--- src/rtl/mem_port_arbiter.sv ---
// mem_port_arbiter: shares one memory port between instruction fetch (IF)
// and load/store (LS). LS wins ties until it has taken MAX_LS_STREAK grants
// in a row while IF waits. One transaction is in flight at a time. Each
// transaction ends on a memory ack or after TIMEOUT_CYCLES cycles.
module mem_port_arbiter #(
  parameter int DATA_WIDTH     = 32,
  parameter int MAX_LS_STREAK  = 4,
  parameter int TIMEOUT_CYCLES = 16
) (
  input  logic                    i_clk,
  input  logic                    i_reset,
  input  logic                    i_if_req,
  input  logic [DATA_WIDTH-1:0]   i_if_addr,
  output logic                    o_if_gnt,
  output logic                    o_if_rvalid,
  output logic [DATA_WIDTH-1:0]   o_if_rdata,
  output logic                    o_if_err,
  input  logic                    i_ls_req,
  input  logic                    i_ls_we,
  input  logic [DATA_WIDTH-1:0]   i_ls_addr,
  input  logic [DATA_WIDTH-1:0]   i_ls_wdata,
  input  logic [DATA_WIDTH/8-1:0] i_ls_be,
  output logic                    o_ls_gnt,
  output logic                    o_ls_rvalid,
  output logic [DATA_WIDTH-1:0]   o_ls_rdata,
  output logic                    o_ls_err,
  output logic                    o_mem_req,
  output logic                    o_mem_we,
  output logic [DATA_WIDTH-1:0]   o_mem_addr,
  output logic [DATA_WIDTH-1:0]   o_mem_wdata,
  output logic [DATA_WIDTH/8-1:0] o_mem_be,
  input  logic                    i_mem_ack,
  input  logic [DATA_WIDTH-1:0]   i_mem_rdata
);

  localparam int BE_W     = DATA_WIDTH / 8;
  localparam int STREAK_W = $clog2(MAX_LS_STREAK + 1);
  localparam int TMO_W    = $clog2(TIMEOUT_CYCLES + 1);

  typedef enum logic [1:0] {IDLE, BUSY_IF, BUSY_LS} state_t;

  state_t                state_q, state_d;
  logic [STREAK_W-1:0]   ls_streak_q, ls_streak_d;
  logic [TMO_W-1:0]      tmo_cnt_q, tmo_cnt_d;
  logic                  mem_req_q, mem_req_d;
  logic                  mem_we_q, mem_we_d;
  logic [DATA_WIDTH-1:0] mem_addr_q, mem_addr_d;
  logic [DATA_WIDTH-1:0] mem_wdata_q, mem_wdata_d;
  logic [BE_W-1:0]       mem_be_q, mem_be_d;
  logic                  if_rvalid_q, if_rvalid_d;
  logic                  ls_rvalid_q, ls_rvalid_d;
  logic [DATA_WIDTH-1:0] rdata_q, rdata_d;
  logic                  err_q, err_d;
  logic                  if_gnt, ls_gnt;

  // Grants only in IDLE. LS wins a tie unless its streak is used up.
  // Grants are held off while reset is asserted.
  always_comb begin
    ls_gnt = 1'b0;
    if_gnt = 1'b0;
    if (state_q == IDLE && !i_reset) begin
      if (i_ls_req && (!i_if_req || ls_streak_q < STREAK_W'(MAX_LS_STREAK)))
        ls_gnt = 1'b1;
      else if (i_if_req)
        if_gnt = 1'b1;
    end
  end

  // Next state: latch payload on grant, finish on ack or timeout.
  // An ack takes priority over a timeout that falls in the same cycle.
  always_comb begin
    state_d     = state_q;
    ls_streak_d = ls_streak_q;
    tmo_cnt_d   = tmo_cnt_q;
    mem_req_d   = mem_req_q;
    mem_we_d    = mem_we_q;
    mem_addr_d  = mem_addr_q;
    mem_wdata_d = mem_wdata_q;
    mem_be_d    = mem_be_q;
    if_rvalid_d = 1'b0;
    ls_rvalid_d = 1'b0;
    rdata_d     = '0;
    err_d       = 1'b0;
    case (state_q)
      IDLE: begin
        tmo_cnt_d = '0;
        if (ls_gnt) begin
          state_d     = BUSY_LS;
          mem_req_d   = 1'b1;
          mem_we_d    = i_ls_we;
          mem_addr_d  = i_ls_addr;
          mem_wdata_d = i_ls_wdata;
          mem_be_d    = i_ls_be;
          if (ls_streak_q < STREAK_W'(MAX_LS_STREAK))
            ls_streak_d = ls_streak_q + 1'b1;
        end else if (if_gnt) begin
          state_d     = BUSY_IF;
          mem_req_d   = 1'b1;
          mem_we_d    = 1'b0;
          mem_addr_d  = i_if_addr;
          mem_wdata_d = '0;
          mem_be_d    = '1;
          ls_streak_d = '0;
        end
      end
      BUSY_IF, BUSY_LS: begin
        if (i_mem_ack) begin
          state_d     = IDLE;
          mem_req_d   = 1'b0;
          tmo_cnt_d   = '0;
          if_rvalid_d = (state_q == BUSY_IF);
          ls_rvalid_d = (state_q == BUSY_LS);
          rdata_d     = mem_we_q ? '0 : i_mem_rdata;
        end else if (tmo_cnt_q == TMO_W'(TIMEOUT_CYCLES - 1)) begin
          state_d     = IDLE;
          mem_req_d   = 1'b0;
          tmo_cnt_d   = '0;
          if_rvalid_d = (state_q == BUSY_IF);
          ls_rvalid_d = (state_q == BUSY_LS);
          err_d       = 1'b1;
        end else begin
          tmo_cnt_d = tmo_cnt_q + 1'b1;
        end
      end
      default: state_d = IDLE;
    endcase
  end

  // State and output registers; reset drops any in-flight transaction.
  always_ff @(posedge i_clk) begin
    if (i_reset) begin
      state_q     <= IDLE;
      ls_streak_q <= '0;
      tmo_cnt_q   <= '0;
      mem_req_q   <= 1'b0;
      mem_we_q    <= 1'b0;
      mem_addr_q  <= '0;
      mem_wdata_q <= '0;
      mem_be_q    <= '0;
      if_rvalid_q <= 1'b0;
      ls_rvalid_q <= 1'b0;
      rdata_q     <= '0;
      err_q       <= 1'b0;
    end else begin
      state_q     <= state_d;
      ls_streak_q <= ls_streak_d;
      tmo_cnt_q   <= tmo_cnt_d;
      mem_req_q   <= mem_req_d;
      mem_we_q    <= mem_we_d;
      mem_addr_q  <= mem_addr_d;
      mem_wdata_q <= mem_wdata_d;
      mem_be_q    <= mem_be_d;
      if_rvalid_q <= if_rvalid_d;
      ls_rvalid_q <= ls_rvalid_d;
      rdata_q     <= rdata_d;
      err_q       <= err_d;
    end
  end

  assign o_if_gnt    = if_gnt;
  assign o_ls_gnt    = ls_gnt;
  assign o_mem_req   = mem_req_q;
  assign o_mem_we    = mem_we_q;
  assign o_mem_addr  = mem_addr_q;
  assign o_mem_wdata = mem_wdata_q;
  assign o_mem_be    = mem_be_q;
  assign o_if_rvalid = if_rvalid_q;
  assign o_ls_rvalid = ls_rvalid_q;
  assign o_if_rdata  = if_rvalid_q ? rdata_q : '0;
  assign o_ls_rdata  = ls_rvalid_q ? rdata_q : '0;
  assign o_if_err    = if_rvalid_q & err_q;
  assign o_ls_err    = ls_rvalid_q & err_q;

endmodule
--- config.mk ---
export PLATFORM = sky130hd
export DESIGN_NAME = mem_port_arbiter
export DESIGN_NICKNAME = d
export VERILOG_FILES = /design/src/rtl/mem_port_arbiter.sv
export SDC_FILE = /design/constraint.sdc
export NUM_CORES = 1
export LEC_CHECK = 0
export CORE_AREA = 5 5 105 107
export CTS_BUF_LIST = sky130_fd_sc_hd__clkbuf_8
export DETAILED_ROUTE_END_ITERATION = 7
export DIE_AREA = 0 0 110 112
export DONT_BUFFER_PORTS = 1
export PLACE_DENSITY = 0.69
export RECOVER_POWER = 50
export SLEW_MARGIN = 20
export SYNTH_ARGS = -nofsm -noshare
export SYNTH_HDL_FRONTEND = slang
export SYNTH_SLANG_ARGS = --single-unit
--- constraint.sdc ---
create_clock -name i_clk -period 1.85 [get_ports i_clk]
set_input_delay 0.37 -clock i_clk [delete_from_list [all_inputs] [get_ports i_clk]]
set_output_delay 0.37 -clock i_clk [all_outputs]
set_load 0.01 [all_outputs]
==> results.ini <==
[setup_path]
crit_cells = 6
setup.worst_path.class = reg -> out
required_ns = 1.48
path_delay_family = buffers and inverters
crit_chain = inv_2, ha_4, buf_6, nand2b_4, nor3b_4, buf_12
rrSetupSlack_ns = -0.01
cp_slowest_cell = dfxtp_2
crit_start = state_q[0]
worstPathArrival_ns = 1.54
critPathLaunchType = register
path_max_fanout = 5
slowest_delay_ns = 0.33
cp-endpoint = o_if_gnt
r2r_cells = 9
r2r-end = o_mem_addr[24]
end_kind = output port
reg2reg_from = state_q[0]
cp.buffers_inverters = 3

[grt]
grt_max_degree = 66
grt.total_usage = 0.201
grt_pass1_wl_mm = 19.0
grt_overflow_total = 0
antenna_found_initial = 0
grt_pass1_vias = 3544

[floorplanning]
die_height_um = 112
core_um2 = 10000
row_count = 37
die_area_um2 = 12300
initial_core_util = 0.438
die_w_um = 110
pin_count = 278

[sta]
fin_crit_ns = 1.91
hold_violations = 0
worst_slew_pin_slew_ns = 0.509
slew_viol_final = 0
holdWs_ns = 0.0531
fin_ws_ns = -0.0569
final-setup-viol-count = 2
skew_ns = 0.00938
rsz0062_at_grt = true
relSlewSlack = 0.659
fmax_mhz = 524
fin_crit_sh = 1.03

[synthesis]
synth.distinct_cells = 39
synth_enable_flop_cells = 0
avgSynthCellArea_um2 = 9.77
synthCells = 450
synth_warnings = 0
ys.flop_type = dfxtp_1
synth-async-reset-ratio = 0
ys_seq_area_frac = 0.524
synth.largest_area_cell = dfxtp_1
synth_fp_nets = 594
synthTopCellsByArea = dfxtp_1, and2_1, a222oi_1
yosysTopAreaCellShare = 0.524
synth_seq_cells = 115
syn-cell-area_um2 = 4400

[clocking]
clockBufferDepth = 2
clk_pin_slew_ns = 0.07
h-tree-depth = 4
worstSkewPairLatency_ns = 0.42
cts_tree = done
clock-sinks = 115
cts_made_buffers = 17
cts-root-buf = clkbuf_8

[placement]
port_buffers = 0
place_inst = 561
post_dp_cell_area_um2 = 4530
pre_cts_slack_ns = 0.0668
place_hpwl_mm = 8.22
routabilityCongestion = 0.766

[detailed_routing]
drc = 8
drt_iter0_drc = 312
viasPerCell = 5.79
drt-total-wl_mm = 13.0
dr.pass1.iters = 8
ant_nets = 0
vias = 3580
wl_per_cell_um = 21.1

[power_and_ir_drop]
p_leak_nw = 2.14
power.density_nw_per_um2 = 1200
vdd_drop_max_uv = 669
design_power_total_mw = 6.41

[finish]
final_cells = 618
syn_to_final_growth_pct = 21.1
drive_gt1_frac = 0.172
num_antenna_cells = 0
nNetsFinal = 613
stdcell_area_um2 = 5320

[min_path]
holdCritPathClass = in -> reg

[run_status]
violations = design-rule violations, negative setup slack
status = complete, but fails checks

[job]
drv_cap = 0

==> worst min path at each step <==
stage	start	endpoint	cells after the start
floorplan	ls_streak_q[0]	ls_streak_q[0]	2
CTS	i_mem_ack	err_q	1
global placement	ls_streak_q[0]	ls_streak_q[0]	2
global route	i_if_req	ls_streak_q[2]	1
finish	i_mem_ack	err_q	1
detailed placement	i_reset	o_mem_wdata[7]	1
==> metrics by stage <==
stage | setup TNS (ns) | utilization
floorplan | 0 | -
finish | -0.0702 | 0.530
global route | -1.06 | 0.530
detailed placement | 0 | 0.451
global placement | 0 | 0.451
CTS | -0.0903 | 0.523
==> worst reg2reg max path, cell delays in order, from the launching register on <==
cell and delay (ns):
dfxtp_2 0.34, inv_2 0.05, ha_4 0.16, nor2b_4 0.13
nand3_4 0.09, clkinv_4 0.07, buf_4 0.15, bufbuf_16 0.30
a222oi_1 0.37, inv_1 0.09
==> cells in the final DEF, fill, tap and decap left out, drive strengths merged, types with 4 or more instances in the layout <==
| cell type | count |
|---|---|
| a21oi | 8 |
| a222oi | 32 |
| a22oi | 33 |
| and2 | 98 |
| buf | 27 |
| bufbuf | 5 |
| clkbuf | 19 |
| clkinv | 8 |
| clkinvlp | 4 |
| dfxtp | 115 |
| ha | 6 |
| inv | 13 |
| nand2 | 7 |
| nand3 | 5 |
| nor2 | 64 |
| o21ai | 6 |
| o221a | 4 |
==> cell families after synthesis <==
kind of cell,share of synthesized area
AO/OA/AOI/OAI,0.172
buffers and inverters,0.0510
adder cells (fa/ha/maj),0.0171
flip-flops,0.524
AND/OR/NAND/NOR,0.237
==> cell usage after synthesis, types with 5 or more instances <==
| cell | count |
|---|---|
| clkbuf_1 | 18 |
| dfxtp_1 | 115 |
| a21oi_1 | 8 |
| buf_2 | 8 |
| o21ai_0 | 5 |
| inv_1 | 12 |
| and2_1 | 98 |
| nand2_1 | 7 |
| nor2_1 | 64 |
| a222oi_1 | 32 |
| a22oi_1 | 33 |
| ha_1 | 6 |
==> power breakdown <==
part / internal [mW] / switching [mW]
combinational: 0.561 / 0.534
clock: 1.36 / 1.01
sequential: 2.71 / 0.239
==> routing by layer <==
| metal | GRT usage | part of all wire | vias up | routed length [µm] |
|---|---|---|---|---|
| met1 | 0.205 | 0.34 | 1666 | 4480 |
| met2 | 0.351 | 0.52 | 270 | 6740 |
| met3 | 0.0829 | 0.12 | 15 | 1610 |
| met4 | 0.0939 | 0.016 | 0 | 212 |
| met5 | 0 | 0 | - | 0 |
| li1 | - | - | 1629 | - |
==> flip-flops by register name, summed over array words and instances, names as in the netlist, 2 cells and up <==
signal and cells:
o_mem_addr 32, o_mem_wdata 32, rdata_q 32, tmo_cnt_q 5, o_mem_be 4, ls_streak_q 3
state_q 2
==> final cells by class <==
| class | instances | area [µm²] |
|---|---|---|
| fillers | 902 | 4720 |
| flip-flops and latches | 115 | 2300 |
| multi-input cells | 287 | 1910 |
| repair buffers | 34 | 474 |
| clock buffers | 18 | 248 |
| well taps | 136 | 170 |
| clock inverters | 14 | 163 |
| inverters | 14 | 57.6 |
==> repair_timing <==
action | in CTS | in global routing
setup buffers | 12 | 5
pin swaps | 3 | 10
gates cloned | 5 | 1
gates resized for setup | 9 | 2
hold buffers | 2 | 0
endpoints found under the hold margin | 65 | 0
endpoints found under the setup margin | 2 | 18
No activity file was read; power rests on OpenSTA's default activity.
